<file path="src/rtl/memory_arbiter_pkg.sv">
// Shared bus types for the fetch / load-store memory arbiter.
// Latency: n/a (types only).
// Backpressure: n/a (types only).
package memory_arbiter_pkg;

  typedef logic [31:0] word_t;
  typedef logic [3:0]  wstrobe_t;

  typedef enum logic [1:0] {
    IDLE    = 2'd0,
    GRANT_I = 2'd1,
    GRANT_D = 2'd2
  } arb_state_t;

  typedef enum logic {
    REQ_I = 1'b0,
    REQ_D = 1'b1
  } requester_t;

  typedef struct packed {
    word_t    address;
    wstrobe_t wstrobe;
    word_t    wdata;
  } bus_req_t;

endpackage

</file>
<file path="src/rtl/memory_arbiter_watchdog.sv">
// Bus watchdog: counts stalled cycles of an active transaction and flags expiry.
// Latency: expire is combinational in the last allowed cycle; timeout_error one cycle later.
// Backpressure: none; done (bus completion) suppresses expiry in the same cycle.
module memory_arbiter_watchdog #(
  parameter int TIMEOUT_CYCLES = 0,
  parameter int TIMEOUT_WIDTH  = 8
) (
  input  logic clk,
  input  logic reset,
  input  logic start,
  input  logic active,
  input  logic done,
  output logic expire,
  output logic timeout_error
);

  localparam bit ENABLED = (TIMEOUT_CYCLES > 0);
  localparam logic [TIMEOUT_WIDTH-1:0] LIMIT =
    ENABLED ? TIMEOUT_WIDTH'(TIMEOUT_CYCLES - 1) : '0;

  logic [TIMEOUT_WIDTH-1:0] count;

  always_ff @(posedge clk) begin
    if (reset || !ENABLED || start) begin
      count <= '0;
    end else if (active && !done) begin
      count <= count + TIMEOUT_WIDTH'(1);
    end
  end

  assign expire = ENABLED && active && !done && (count == LIMIT);

  always_ff @(posedge clk) begin
    if (reset) begin
      timeout_error <= 1'b0;
    end else begin
      timeout_error <= expire;
    end
  end

endmodule

</file>
<file path="src/rtl/memory_arbiter.sv">
// Round-robin arbiter sharing the core memory bus between fetch and load/store.
// Latency: grant one cycle after request; one idle bubble after every completion.
// Backpressure: requester holds valid until its ready; the grant is held until m_ready or watchdog expiry.
module memory_arbiter
  import memory_arbiter_pkg::*;
#(
  parameter int TIMEOUT_CYCLES = 0,
  parameter int TIMEOUT_WIDTH  = 8
) (
  input  logic     clk,
  input  logic     reset,
  input  logic     i_valid,
  input  word_t    i_address,
  output logic     i_ready,
  output word_t    i_rdata,
  input  logic     d_valid,
  input  word_t    d_address,
  input  wstrobe_t d_wstrobe,
  input  word_t    d_wdata,
  output logic     d_ready,
  output word_t    d_rdata,
  output logic     m_valid,
  output word_t    m_address,
  output wstrobe_t m_wstrobe,
  output word_t    m_wdata,
  input  logic     m_ready,
  input  word_t    m_rdata,
  output logic     timeout_error
);

  arb_state_t state, next_state;
  requester_t last_grant, next_last_grant;
  bus_req_t   req;
  logic       granted_i, granted_d, req_valid, expire, complete;

  assign granted_i = (state == GRANT_I);
  assign granted_d = (state == GRANT_D);
  assign req_valid = (granted_i && i_valid) || (granted_d && d_valid);
  assign complete  = req_valid && (m_ready || expire);

  memory_arbiter_watchdog #(
    .TIMEOUT_CYCLES(TIMEOUT_CYCLES),
    .TIMEOUT_WIDTH (TIMEOUT_WIDTH)
  ) u_watchdog (
    .clk          (clk),
    .reset        (reset),
    .start        (state == IDLE),
    .active       (req_valid),
    .done         (m_ready),
    .expire       (expire),
    .timeout_error(timeout_error)
  );

  always_ff @(posedge clk) begin
    if (reset) begin
      state      <= IDLE;
      last_grant <= REQ_I;
    end else begin
      state      <= next_state;
      last_grant <= next_last_grant;
    end
  end

  // A requester dropping valid while granted releases the bus without updating fairness.
  always_comb begin
    next_state      = state;
    next_last_grant = last_grant;
    case (state)
      IDLE: begin
        if (i_valid && d_valid) begin
          next_state = (last_grant == REQ_I) ? GRANT_D : GRANT_I;
        end else if (d_valid) begin
          next_state = GRANT_D;
        end else if (i_valid) begin
          next_state = GRANT_I;
        end
      end
      GRANT_I: begin
        if (!i_valid) begin
          next_state = IDLE;
        end else if (complete) begin
          next_state      = IDLE;
          next_last_grant = REQ_I;
        end
      end
      GRANT_D: begin
        if (!d_valid) begin
          next_state = IDLE;
        end else if (complete) begin
          next_state      = IDLE;
          next_last_grant = REQ_D;
        end
      end
      default: next_state = IDLE;
    endcase
  end

  always_comb begin
    req = '0;
    if (granted_i) begin
      req.address = i_address;
    end else if (granted_d) begin
      req.address = d_address;
      req.wstrobe = d_wstrobe;
      req.wdata   = d_wdata;
    end
  end

  assign m_valid   = req_valid && !reset;
  assign m_address = req.address;
  assign m_wstrobe = req.wstrobe;
  assign m_wdata   = req.wdata;
  assign i_ready   = granted_i && complete && !reset;
  assign d_ready   = granted_d && complete && !reset;
  assign i_rdata   = expire ? '0 : m_rdata;
  assign d_rdata   = expire ? '0 : m_rdata;

endmodule

</file>
<file path="config.mk">
export PLATFORM = sky130hd
export DESIGN_NAME = memory_arbiter
export DESIGN_NICKNAME = d
export VERILOG_FILES = /design/src/rtl/memory_arbiter_pkg.sv /design/src/rtl/memory_arbiter_watchdog.sv /design/src/rtl/memory_arbiter.sv
export SDC_FILE = /design/constraint.sdc
export NUM_CORES = 1
export LEC_CHECK = 0
export BUFFER_PORTS_ARGS = -buffer_cell sky130_fd_sc_hd__buf_2
export CORE_AREA = 5 5 103 105
export DETAILED_ROUTE_END_ITERATION = 8
export DIE_AREA = 0 0 108 110
export GPL_TIMING_DRIVEN = 0
export MAX_ROUTING_LAYER = met4
export SLEW_MARGIN = 20
export SYNTH_ARGS = -nofsm -noshare
export SYNTH_HDL_FRONTEND = slang
export SYNTH_SLANG_ARGS = --single-unit
</file>
<file path="constraint.sdc">
create_clock -name clk -period 1.5 [get_ports clk]
set_input_delay 0.075 -clock clk [delete_from_list [all_inputs] [get_ports clk]]
set_output_delay 0.075 -clock clk [all_outputs]
set_load 0.02 [all_outputs]
</file>
== Word level (Yosys, flattened, before mapping) ==
Index checks and enable logic that the tools add are counted.
Storage, ports and cells
  flip-flop bits (word level): 3
  bits in latches: 0
  bits in writable memories: 0
  memory bits (read-only): 0
  input bits: 137
  logic and storage cells: 39
  memories kept: 0
Cells by class
  add/sub/neg operators: 0
  $mul: 0
  div/mod/pow operators: 0
  $lt $le $gt $ge: 0
  equality and inequality tests: 7
  shifts and indexed selects: 0
  muxes and demuxes: 16
  bitwise gates (word level): 0
  reduce and logical (&&, ||, !) cells: 14
Operators with widths (count)
  $mux W68: 1
  $mux W36: 1
  $mux W32: 1
  $mux W2: 7
  $logic_and A1 B1 Y1: 9
  $pmux W2 S3: 1
  $reduce_and A5 Y1: 1
  $mux W1: 4
  $ne A2 B1 Y1 const B: 2
  $ne A2 B2 Y1 const B: 2
  $ne A4 B4 Y1 const B: 1
  $eq A2 B1 Y1 const B: 1
  $eq A2 B2 Y1 const B: 1
  $logic_not A2 Y1: 1
  $pmux W1 S2: 1
  $reduce_bool A2 Y1: 1
  $logic_not A1 Y1: 1
  $logic_or A1 B1 Y1: 1

== Logic depth before layout (Yosys ltp) ==
Gate-level depths: netlist (run 1).
  word-level depth: 7
  depth in mapped cells: 5
  mapped depth without buffers: 2

== Cells and area by module ==
From an unflattened synthesis (run 1), not the netlist that was laid out.
Second synthesis, totals
  cell total of the unflattened synthesis: 172
  area total of the unflattened synthesis: 1238.7 um^2
By module, submodules not included
  memory_arbiter: times used 1, cells each 169, area each 1219.9 um^2
  memory_arbiter_watchdog: times used 1, cells each 3, area each 18.8 um^2

== Least setup slack after synthesis (run 1) ==
No wires, ideal clock.
  path kind: reg-to-output
  start point: register state[1]
  end point: output port m_wdata[25]
  arrival time: 1106 ps
  data required time: 1425 ps
  slack: 319 ps
  stages on the path, launching flop included: 6
  path through: dfxtp_1 > nor2b_2 > buf_6 > buf_12 > buf_6 > and2_1
Between the ends
  cells in the longest elaborated chain, start to end: 3
  elaborated cells on any way between the ends: 4
  classes of those cells: eq/ne: 2; mux: 2
RTL lines
  start, declared: line memory_arbiter.sv:31  | arb_state_t state, next_state;
  start signal, assigned: line memory_arbiter.sv:59  | state <= next_state;
  $eq A2 B2 Y1: line memory_arbiter.sv:37  | assign granted_d = (state == GRANT_D);
  $mux W68: line memory_arbiter.sv:102  | end else if (granted_d) begin
  $mux W36 (*): line memory_arbiter.sv:100  | if (granted_i) begin
  end, declared: line memory_arbiter.sv:25  | output word_t m_wdata,
Every way passes the cells marked *; elsewhere a longest branch is shown, timed or not.

== Worst setup path in the final report (run 1) ==
  start point: register state[0]
  end point: output port m_address[11]
Between the ends
  cells in the longest elaborated chain, start to end: 3
  elaborated cells on any way between the ends: 4
  classes of those cells: eq/ne: 2; mux: 2
RTL lines
  $eq A2 B2 Y1: line memory_arbiter.sv:37
  $mux W68: line memory_arbiter.sv:102
  $mux W32 (*): line memory_arbiter.sv:100
  end, declared: line memory_arbiter.sv:23  | output word_t m_address,
Marked as above.

==> key figures, run 1 <==
Global routing
  • Largest net degree at the start of global routing: 11
  • Vias in the first global route: between 1500 and 2000
  • Antenna violations before repair: 0
  • First-pass GRT wire length: 8630 um
  • GRT overflow: 0
  • All-Layer GR Usage: 0.0888

Place
  • Gpl congestion: around 0.75
  • Area after DPL: 2660 um^2
  • Port bufs: 239
  • Placed Cells: 539
  • Final HPWL DP: 6000 um
  • Pre-CTS WS: 78.7 ps

Yosys
  • Yosys top cell area share: 0.393
  • Yosys warning count: 0
  • Net Count, Synth: 304
  • Seq cells post-synth: 3
  • Syn Inst Count: 167
  • Top cells by area, synth: buf_4 (39%), a22o_1 (22%), and2_1 (18%)
  • Distinct cells, synth: 19
  • Area leader, netlist: buf_4
  • Mapped Area: between 1000 and 1500 um^2
  • Mean Syn Cell Area: 7.78 um^2
  • Post-synthesis sequential area ratio: 0.0462

Worst setup path
  • Worst path cell trace: nor2b_2 -> buf_4 -> buf_6 -> a22o_1 -> buf_6
  • Critical Path AT: 1380 ps
  • CP max stage delay: about 360 ps
  • Setup CP Type: flop to output port
  • Crit path max-delay cell type: dfxtp_4
  • WP data required: 1420 ps
  • FF-to-FF path depth: 3
  • CP Capture Type: output port
  • Max FO, Critical Path: 10
  • Crit-path most repeated cell: buf_6
  • Startpoint types: flop

Die
  • # IOs: 273
  • Die Ht: ~110 um
  • Core Rows: 36
  • Die ar.: about 12000 um^2
  • Die X: 108 um
  • Core footprint: 9550 um^2
  • Initial Utilization: 0.136

Pwr
  • Pleak: 1.79 nW
  • Power per Cell Area: 441 nW/um^2
  • Max VDD drop: 0.000515 V

Clock network
  • Root buffer cell: clkbuf_8
  • CTS tree: built
  • Clk buf depth: 2
  • Num CTS Buffers: 3
  • Worst-skew pair later-pin latency: 220 ps
  • Reg clk slew, reported paths: about 30 ps
  • Sink Count: 3
  • CTS HTree Levels: 1
  • # hold bufs at CTS: 0

Cells and area
  • Commonest non-fill, non-tap cell in the layout: buf_2
  • # nets final: 555
  • Fin cells: 550
  • Cell area after layout: 2820 um^2
  • Area grow syn2layout: 117%
  • Fillers: 1041
  • ANT cells: 0
  • Most frequent cells in the layout: buf_2 (228), buf_4 (84), and2_1 (37), a22o_1 (32), buf_6 (9)
  • Share of cells above drive strength 1: 0.791

Timing
  • Max frequency: 687 MHz
  • Worst setup margin: about 45 ps
  • Final Max Slew Viols: 0
  • Clock Skews: approximately 2.3 ps
  • Fin. Hold Viols: 0
  • Endpoints failing setup: 0
  • Final min period: 1450 ps
  • Final critical-path share of the clock period: 0.970

Detailed routing
  • Routed wire length: between 6000 and 7000 um
  • Via density: between 3 and 4
  • DRT iter0 DRCs: 47
  • DRT Pass-1 Iters: 4
  • Post-DR wirelength/cell: between 10 and 15 um
  • Post-route ant nets: 0
  • Residual DRC: 0
  • Via count: 2073

Min path
  • Worst hold path class: input pin to flop
  • Hold Crit Depth: 2

Outcome
  • Outcome: completed

Run
  • Max-Cap Viols: 0
## routing by layer
layer  vias to the layer above  share of wire  track usage
met5                         -              0            -
met4                         0         0.0064       0.0144
met3                         4           0.12       0.0157
met2                       149           0.51        0.158
met1                       917           0.36        0.107
li1                       1003              -            -
## final cells by class
class                      count  area (um^2)  share of cell area
buffer                        76          603               0.214
timing repair buffer         247         1300               0.459
clock buffer                   4         45.0              0.0160
tap                          133          166              0.0589
multi-input combinational     87          644               0.228
sequential                     3         67.6              0.0239
## flip-flops by register name, indices dropped and copies added (netlist names)
name and flops:
last_grant 1, state 2
## final timing paths
kind / start / endpoint / slack (ps)
setup / recovery: state[0] / m_address[11] / 50
hold / removal: reset / state[1] / 100
setup reg to reg: state[0] / last_grant / 310
hold reg to reg: state[1] / state[1] / 560
## critical path: cells and delay by family, from the launching register on
family                 cells  cell delay (ps)
AO/OA/AOI/OAI              1              230
buffers and inverters      3              430
flip-flops                 1              360
AND/OR/NAND/NOR            1              150
## report_power, final
part | leakage [nW] | internal, W | switching, W
clock network | 0.0228 | 0.000181 | 0.0000537
registers | 0.0259 | 0.0000832 | 0.00000563
logic | 1.74 | 0.000457 | 0.000466
total | 1.79 | 0.000721 | 0.000525
## synth_stat cells, drive strengths merged
| cell | count |
|---|---|
| dfxtp | 3 |
| and3b | 1 |
| conb | 1 |
| a21oi | 2 |
| clkbuf | 3 |
| nand2b | 1 |
| buf | 74 |
| nor2b | 5 |
| nand3b | 2 |
| a31oi | 1 |
| and3 | 2 |
| and2 | 37 |
| a22o | 32 |
| a2111oi | 2 |
| o211a | 1 |
## kinds of logic (layout without fill, tap and decap cells)
group,after synthesis,count (layout),share of synthesized area
buffers and inverters,77,327,0.463
and+or+nand+nor,48,48,0.237
other,1,1,0.00289
DFF,3,3,0.0462
AOI/OAI and AO/OA,38,38,0.250
## timing repair
item / 4_1_cts / 5_1_grt
buffers inserted: 2 / 6
pin swaps: 0 / 1
setup endpoints to repair: 69 / 61
hold endpoints to repair: 0 / 0
resized for setup: 12 / 16
## through the flow
stage	setup TNS, ps	power, W	hold WS [ps]	utilization
4_1_cts	0	0.00124	88.3	0.287
3_5_place_dp	0	0.000987	321	0.279
5_1_grt	-15.9	0.00133	99.7	0.296
6_report	0	0.00125	96.8	0.296
3_3_place_gp	0	0.000981	316	0.279
2_1_floorplan	0	0.000641	158	-
Power figures use the tool's default switching activity.
==> run 2: changes to the inputs <==
- CTS_CLUSTER_DIAMETER: unset -> 60
- clock period: 1.5 -> 1.51 ns (I/O delays scaled with it)
==> key figures, run 2 (synthesis results as in run 1) <==
Cells and area
  • Most flop-heavy register: state
  • # nets final: 553 (-0.36%)
  • ANT cells: 0 (unchanged)
  • Top flop regs: state (2), last_grant (1)
  • Final core utilization: 0.292 (-0.00341)
  • Max reg flops: 2 (unchanged)
  • Cell area after layout: 2790 um^2 (-1.2%)
  • Most frequent cells in the layout: buf_2 (231), buf_4 (81), and2_1 (37), a22o_1 (32), buf_6 (7)
  • Area grow syn2layout: 115%
  • Share of cells above drive strength 1: 0.790 (-0.00101)
  • Fin cells: 548 (-0.36%)
  • Commonest non-fill, non-tap cell in the layout: buf_2

Worst setup path
  • Max FO, Critical Path: 10 (unchanged)
  • CP Capture Type: output port
  • WP data required: 1430 ps (about the same)
  • FF-to-FF End: last_grant
  • R2r setup slk: 440 ps (+130 ps)
  • Critical Path AT: 1390 ps (about the same)
  • Reg-to-Reg Start: state[1]
  • FF-to-FF path depth: 3 (unchanged)
  • Setup CP Type: flop to output port
  • Startpoint types: flop

Place
  • Port bufs: 239 (unchanged)
  • Placed Cells: 539 (unchanged)
  • Final HPWL DP: 6000 um (unchanged)
  • Area after DPL: 2660 um^2 (unchanged)
  • Pre-CTS WS: 88.2 ps (+9.50 ps)
  • Gpl congestion: 0.750 (unchanged)

Pwr
  • Power per Cell Area: 441 nW/um^2 (-0.16%)
  • Overall power: 0.00123 W (-1.3%)
  • Pleak: 1.77 nW (-0.70%)
  • Max VDD drop: 0.000514 V (-0.25%)

Die
  • Initial Utilization: 0.136 (unchanged)
  • # IOs: 273 (unchanged)
  • Die ar.: 11900 um^2 (unchanged)
  • Die Ht: 110 um (unchanged)
  • Core footprint: 9550 um^2 (unchanged)
  • Core Rows: 36 (unchanged)
  • Die X: 108 um (unchanged)

Detailed routing
  • Routed wire length: 6700 um (-0.93%)
  • Via density: 3.78 (+0.17%)
  • Post-DR wirelength/cell: 12.2 um (-0.57%)
  • DRT Pass-1 Iters: 4 (unchanged)
  • Post-route ant nets: 0 (unchanged)
  • DRT iter0 DRCs: 52 (+11%)
  • Residual DRC: 0 (unchanged)
  • Via count: 2069 (-0.19%)

Min path
  • Hold_sp: reset
  • Hold Crit Depth: 2 (unchanged)
  • Hold-critical path endpoint: state[1]
  • Worst hold path class: input pin to flop

Global routing
  • Met1 Usage GRT: 0.107 (unchanged)
  • Most used routing layer: met2
  • M3 GR Usage: 0.0157 (unchanged)
  • Vias in the first global route: 1957 (-0.46%)
  • GRT overflow: 0 (unchanged)
  • All-Layer GR Usage: 0.0885 (-0.000252)
  • First-pass GRT wire length: 8600 um (-0.32%)
  • Antenna violations before repair: 0 (unchanged)
  • GR Util met2: 0.157 (-0.000888)
  • Largest net degree at the start of global routing: 11 (unchanged)

Outcome
  • Outcome: completed

Clock network
  • Sink Count: 3 (unchanged)
  • Reg clk slew, reported paths: 30 ps (about the same)
  • CTS HTree Levels: 1 (unchanged)
  • # hold bufs at CTS: 0 (unchanged)
  • CTS tree: built
  • Clk buf depth: 2 (unchanged)
  • Num CTS Buffers: 3 (unchanged)
  • Root buffer cell: clkbuf_8
  • Worst-skew pair later-pin latency: 220 ps (about the same)

Timing
  • Final Max Slew Viols: 0 (unchanged)
  • Final critical-path share of the clock period: 0.970
  • Worst setup margin: 45.7 ps (+0.634 ps)
  • Endpoints failing setup: 0 (unchanged)
  • Max frequency: 683 MHz
  • Clock Skews: 2.08 ps (-0.231 ps)
  • Fin. Hold Viols: 0 (unchanged)
  • Final min period: 1460 ps
  • RSZ-0062 raised after global routing: yes

Run
  • Max-Cap Viols: 0 (unchanged)
-- run 2: cell types whose count changed in the layout (fill, tap and decap cells not counted) --
cell / previous run / this run
buf_2: 228 / 231
buf_4: 84 / 81
buf_6: 9 / 7
clkbuf_2: 0 / 1
clkbuf_4: 1 / 0
-- run 2: layer usage --
layer | wire length, um | vias to the layer above
li1 | - | 1002
met1 | 2380 | 910
met2 | 3400 | 151
met3 | 860 | 6
met4 | 48 | 0
met5 | 0 | -
-- run 2: timing repair --
| action | CTS | global route |
|---|---|---|
| buffers inserted | 2 | 4 |
| gates resized for setup | 10 | 11 |
| endpoints found under the setup margin | 69 | 60 |
-- run 2: worst max-delay path, stage by stage (launching register included) --
cell	delay (ps)
dfxtp_4	360
nor2b_2	150
buf_4	150
buf_6	140
a22o_1	200
buf_4	160
-- run 2: stage by stage --
step           hold WS (ps)  TNS [ps]
3_5_place_dp            321         0
3_3_place_gp            317         0
5_1_grt                 101     -6.00
2_1_floorplan           159         0
6_report               95.5         0
4_1_cts                88.8         0
-- run 2: final cells by class --
cell class	instances	area, um^2
Fill cell	1042	6760
Timing Repair Buffer	245	1270
Multi-Input combinational cell	87	644
Buffer	76	601
Tap cell	133	166
Sequential cell	3	67.6
Clock buffer	4	45.0
-- run 2: power by group --
part           switching, W  leakage [nW]  internal [W]  total (W)
Combinational      0.000460          1.72      0.000447   0.000907
Clock             0.0000537        0.0228      0.000180   0.000234
Sequential       0.00000623        0.0259     0.0000827  0.0000889
-- run 2: worst max path at each step --
| stage | slack [ps] | to | cells past startpoint | startpoint |
|---|---|---|---|---|
| floorplan | 330 | m_wdata[25] | 5 | state[1] |
| global route | -5 | m_wdata[13] | 5 | state[1] |
| detailed placement | 90 | m_wdata[29] | 6 | state[1] |
| finish | 50 | m_address[11] | 5 | state[0] |
| CTS | 10 | m_address[11] | 5 | state[0] |
| global placement | 100 | m_address[6] | 5 | state[0] |
==> run 3: changes to the inputs <==
- ABC_AREA: unset -> 1
==> key figures, run 3 <==
Timing
  • Endpoints failing setup: 0 (unchanged)
  • RSZ-0062 raised after global routing: yes
  • Final critical-path share of the clock period: 0.955 (-0.0143)
  • Final Max Slew Viols: 0 (unchanged)
  • Fin. Hold Viols: 0 (unchanged)
  • Max frequency: 693 MHz (+1.5%)
  • Final min period: 1440 ps (-21.6 ps)
  • Clock Skews: 0.266 ps (-1.81 ps)
  • Post-route setup TNS: 0 ps (unchanged)

Pwr
  • Sw power: 0.000650 W (+25%)
  • Part of the power in the clock network: 0.169 (-0.021)
  • Sw Share: 0.468 (+0.0455)
  • Pleak: 2.10 nW (+18%)
  • Sequential power share: 0.069 (-0.003)
  • Pint: 0.000738 W (+3.9%)
  • Power per Cell Area: 464 nW/um^2 (+5.2%)
  • Max VDD drop: 0.000333 V (-35%)
  • Logic pwr share: 0.762 (+0.024)

Global routing
  • Largest net degree at the start of global routing: 11 (unchanged)
  • GR Util met2: 0.195 (+0.0382)
  • Antenna violations before repair: 1 (+1)
  • GRT overflow: 0 (unchanged)
  • Met1 Usage GRT: 0.106 (-0.00105)
  • M3 GR Usage: 0.0239 (+0.00815)
  • Vias in the first global route: 2132 (+8.9%)
  • First-pass GRT wire length: 9630 um (+12%)
  • All-Layer GR Usage: 0.103 (+0.0145)
  • Most used routing layer: met2

Cells and area
  • Top flop regs: state (2), last_grant (1)
  • Share of cells above drive strength 1: 0.648 (-0.143)
  • Most flop-heavy register: state
  • Area grow syn2layout: 111%
  • Final core utilization: 0.314 (+0.0212)
  • # nets final: 666 (+20%)
  • Commonest non-fill, non-tap cell in the layout: buf_2
  • Most frequent cells in the layout: buf_2 (218), nand2_1 (100), buf_4 (95), inv_1 (40), nor2_1 (34)
  • Max reg flops: 2 (unchanged)
  • Fillers: 1111 (+6.6%)

Worst setup path
  • WP data required: 1430 ps (about the same)
  • Crit path max-delay cell type: dfxtp_4
  • Crit-path most repeated cell: buf_4
  • Max FO, Critical Path: 10 (unchanged)
  • CP Capture Type: output port
  • Startpoint types: flop
  • Setup CP Type: flop to output port
  • Critical Path AT: 1370 ps (-20 ps)
  • Worst path cell trace: inv_2 -> nor2_8 -> inv_4 -> buf_4 -> nor2_1 -> buf_4
  • CP max stage delay: 370 ps (about the same)

Detailed routing
  • Post-DR wirelength/cell: 11.0 um (-10%)
  • Via density: 3.52 (-6.8%)
  • Residual DRC: 0 (unchanged)
  • Post-route ant nets: 0 (unchanged)
  • Via count: 2329 (+13%)
  • DRT Pass-1 Iters: 4 (unchanged)
  • Routed wire length: 7260 um (+8.4%)
  • DRT iter0 DRCs: 50 (-3.8%)

Die
  • Initial Utilization: 0.149 (+0.0127)
  • Core footprint: 9550 um^2 (unchanged)
  • Core Rows: 36 (unchanged)
  • Die X: 108 um (unchanged)
  • # IOs: 273 (unchanged)
  • Die Ht: 110 um (unchanged)
  • Die ar.: 11900 um^2 (unchanged)

Clock network
  • Sink Count: 3 (unchanged)
  • Worst-skew pair later-pin latency: 220 ps (about the same)
  • Clk buf depth: 2 (unchanged)
  • Reg clk slew, reported paths: 30 ps (about the same)
  • Num CTS Buffers: 3 (unchanged)
  • CTS HTree Levels: 1 (unchanged)
  • Root buffer cell: clkbuf_8
  • # hold bufs at CTS: 0 (unchanged)
  • CTS tree: built

Yosys
  • Area leader, netlist: buf_4
  • Ys flop type: dfxtp_1
  • Mean Syn Cell Area: 5.11 um^2 (-34%)
  • Distinct cells, synth: 16 (-3)
  • Mapped Area: 1420 um^2 (+9.3%)
  • Seq cells post-synth: 3 (unchanged)
  • Post-synthesis sequential area ratio: 0.0423 (-0.00395)
  • Top-count cell post-synth: nand2_1
  • Yosys top cell area share: 0.344 (-0.0495)
  • Yosys warning count: 0 (unchanged)
  • Fraction of registers with async set/reset: 0 (unchanged)
  • Post-synth EDFFs: 0 (unchanged)
  • Commonest cells post-synth: nand2_1 (100), buf_4 (65), nor2_1 (41)
  • Net Count, Synth: 415 (+37%)
  • Top cells by area, synth: buf_4 (34%), nand2_1 (26%), nor2_1 (11%)
  • Syn Inst Count: 278 (+66%)

Run
  • Max-Cap Viols: 0 (unchanged)

Place
  • Final HPWL DP: 6430 um (+7.1%)
  • Port bufs: 239 (unchanged)
  • Gpl congestion: 0.745 (-0.64%)

Min path
  • Worst hold path class: input pin to flop

Outcome
  • Outcome: completed
-- run 3: final cells by class --
type	instances	area [um^2]	share of cell area
Timing Repair Buffer	246	1310	0.439
Inverter	43	164	0.0547
Antenna cell	1	2.50	0.000836
Buffer	74	574	0.192
Multi-Input combinational cell	158	661	0.221
Tap cell	133	166	0.0556
Clock buffer	4	45.0	0.0150
Sequential cell	3	67.6	0.0226
-- run 3: per-layer routing --
layer  vias to the layer above  routed length (um)
met5                         -                   0
met4                         0                  83
met3                         8                 863
met2                       160                3750
met1                       931                2560
li1                       1230                   -
-- run 3: cell families after synthesis --
| family | after synthesis | synth area share |
|---|---|---|
| AOI/OAI and AO/OA | 4 | 0.0141 |
| buffers and inverters | 117 | 0.505 |
| DFF | 3 | 0.0423 |
| other | 1 | 0.00264 |
| and+or+nand+nor | 153 | 0.436 |
-- run 3: stage by stage --
stage	hold slack, ps	setup slack (ps)	instance area (um^2)	power (W)	instances
finish	122	67.4	2990	0.00139	662
global route	135	-35.8	2990	0.00150	662
CTS	124	7.92	2850	0.00136	656
detailed placement	364	85.3	2780	0.00110	650
global placement	358	68.1	2780	0.00110	650
floorplan	145	282	1420	0.000715	278
-- run 3: what timing repair did --
item                                    in CTS  in global routing
pin swaps                                    0                  2
hold endpoints to repair                     0                  0
cloned                                       0                  2
endpoints found under the setup margin      60                 59
resized for setup                            5                 40
setup buffers                                2                  3
-- run 3: critical path: cells and delay by family, from the launching register on --
kind	cells	cell delay, ps
buffers and inverters	4	500
AND/OR/NAND/NOR	2	280
flip-flops	1	370
-- run 3: power groups by stage --
stage	combinational [W]	clock, W	sequential, W
floorplan	0.000619	0	0.0000953
global placement	0.00101	0	0.0000967
detailed placement	0.00101	0	0.0000966
CTS	0.00102	0.000246	0.0000965
global route	0.00115	0.000257	0.0000964
finish	0.00106	0.000235	0.0000956
-- run 3: final timing paths --
check / from / end / slack (ps) / cells past startpoint
min reg2reg: last_grant / last_grant / 500 / 4
min: reset / state[1] / 120 / 2
max reg2reg: state[1] / state[1] / 520 / 5
max: state[1] / m_wdata[17] / 70 / 6
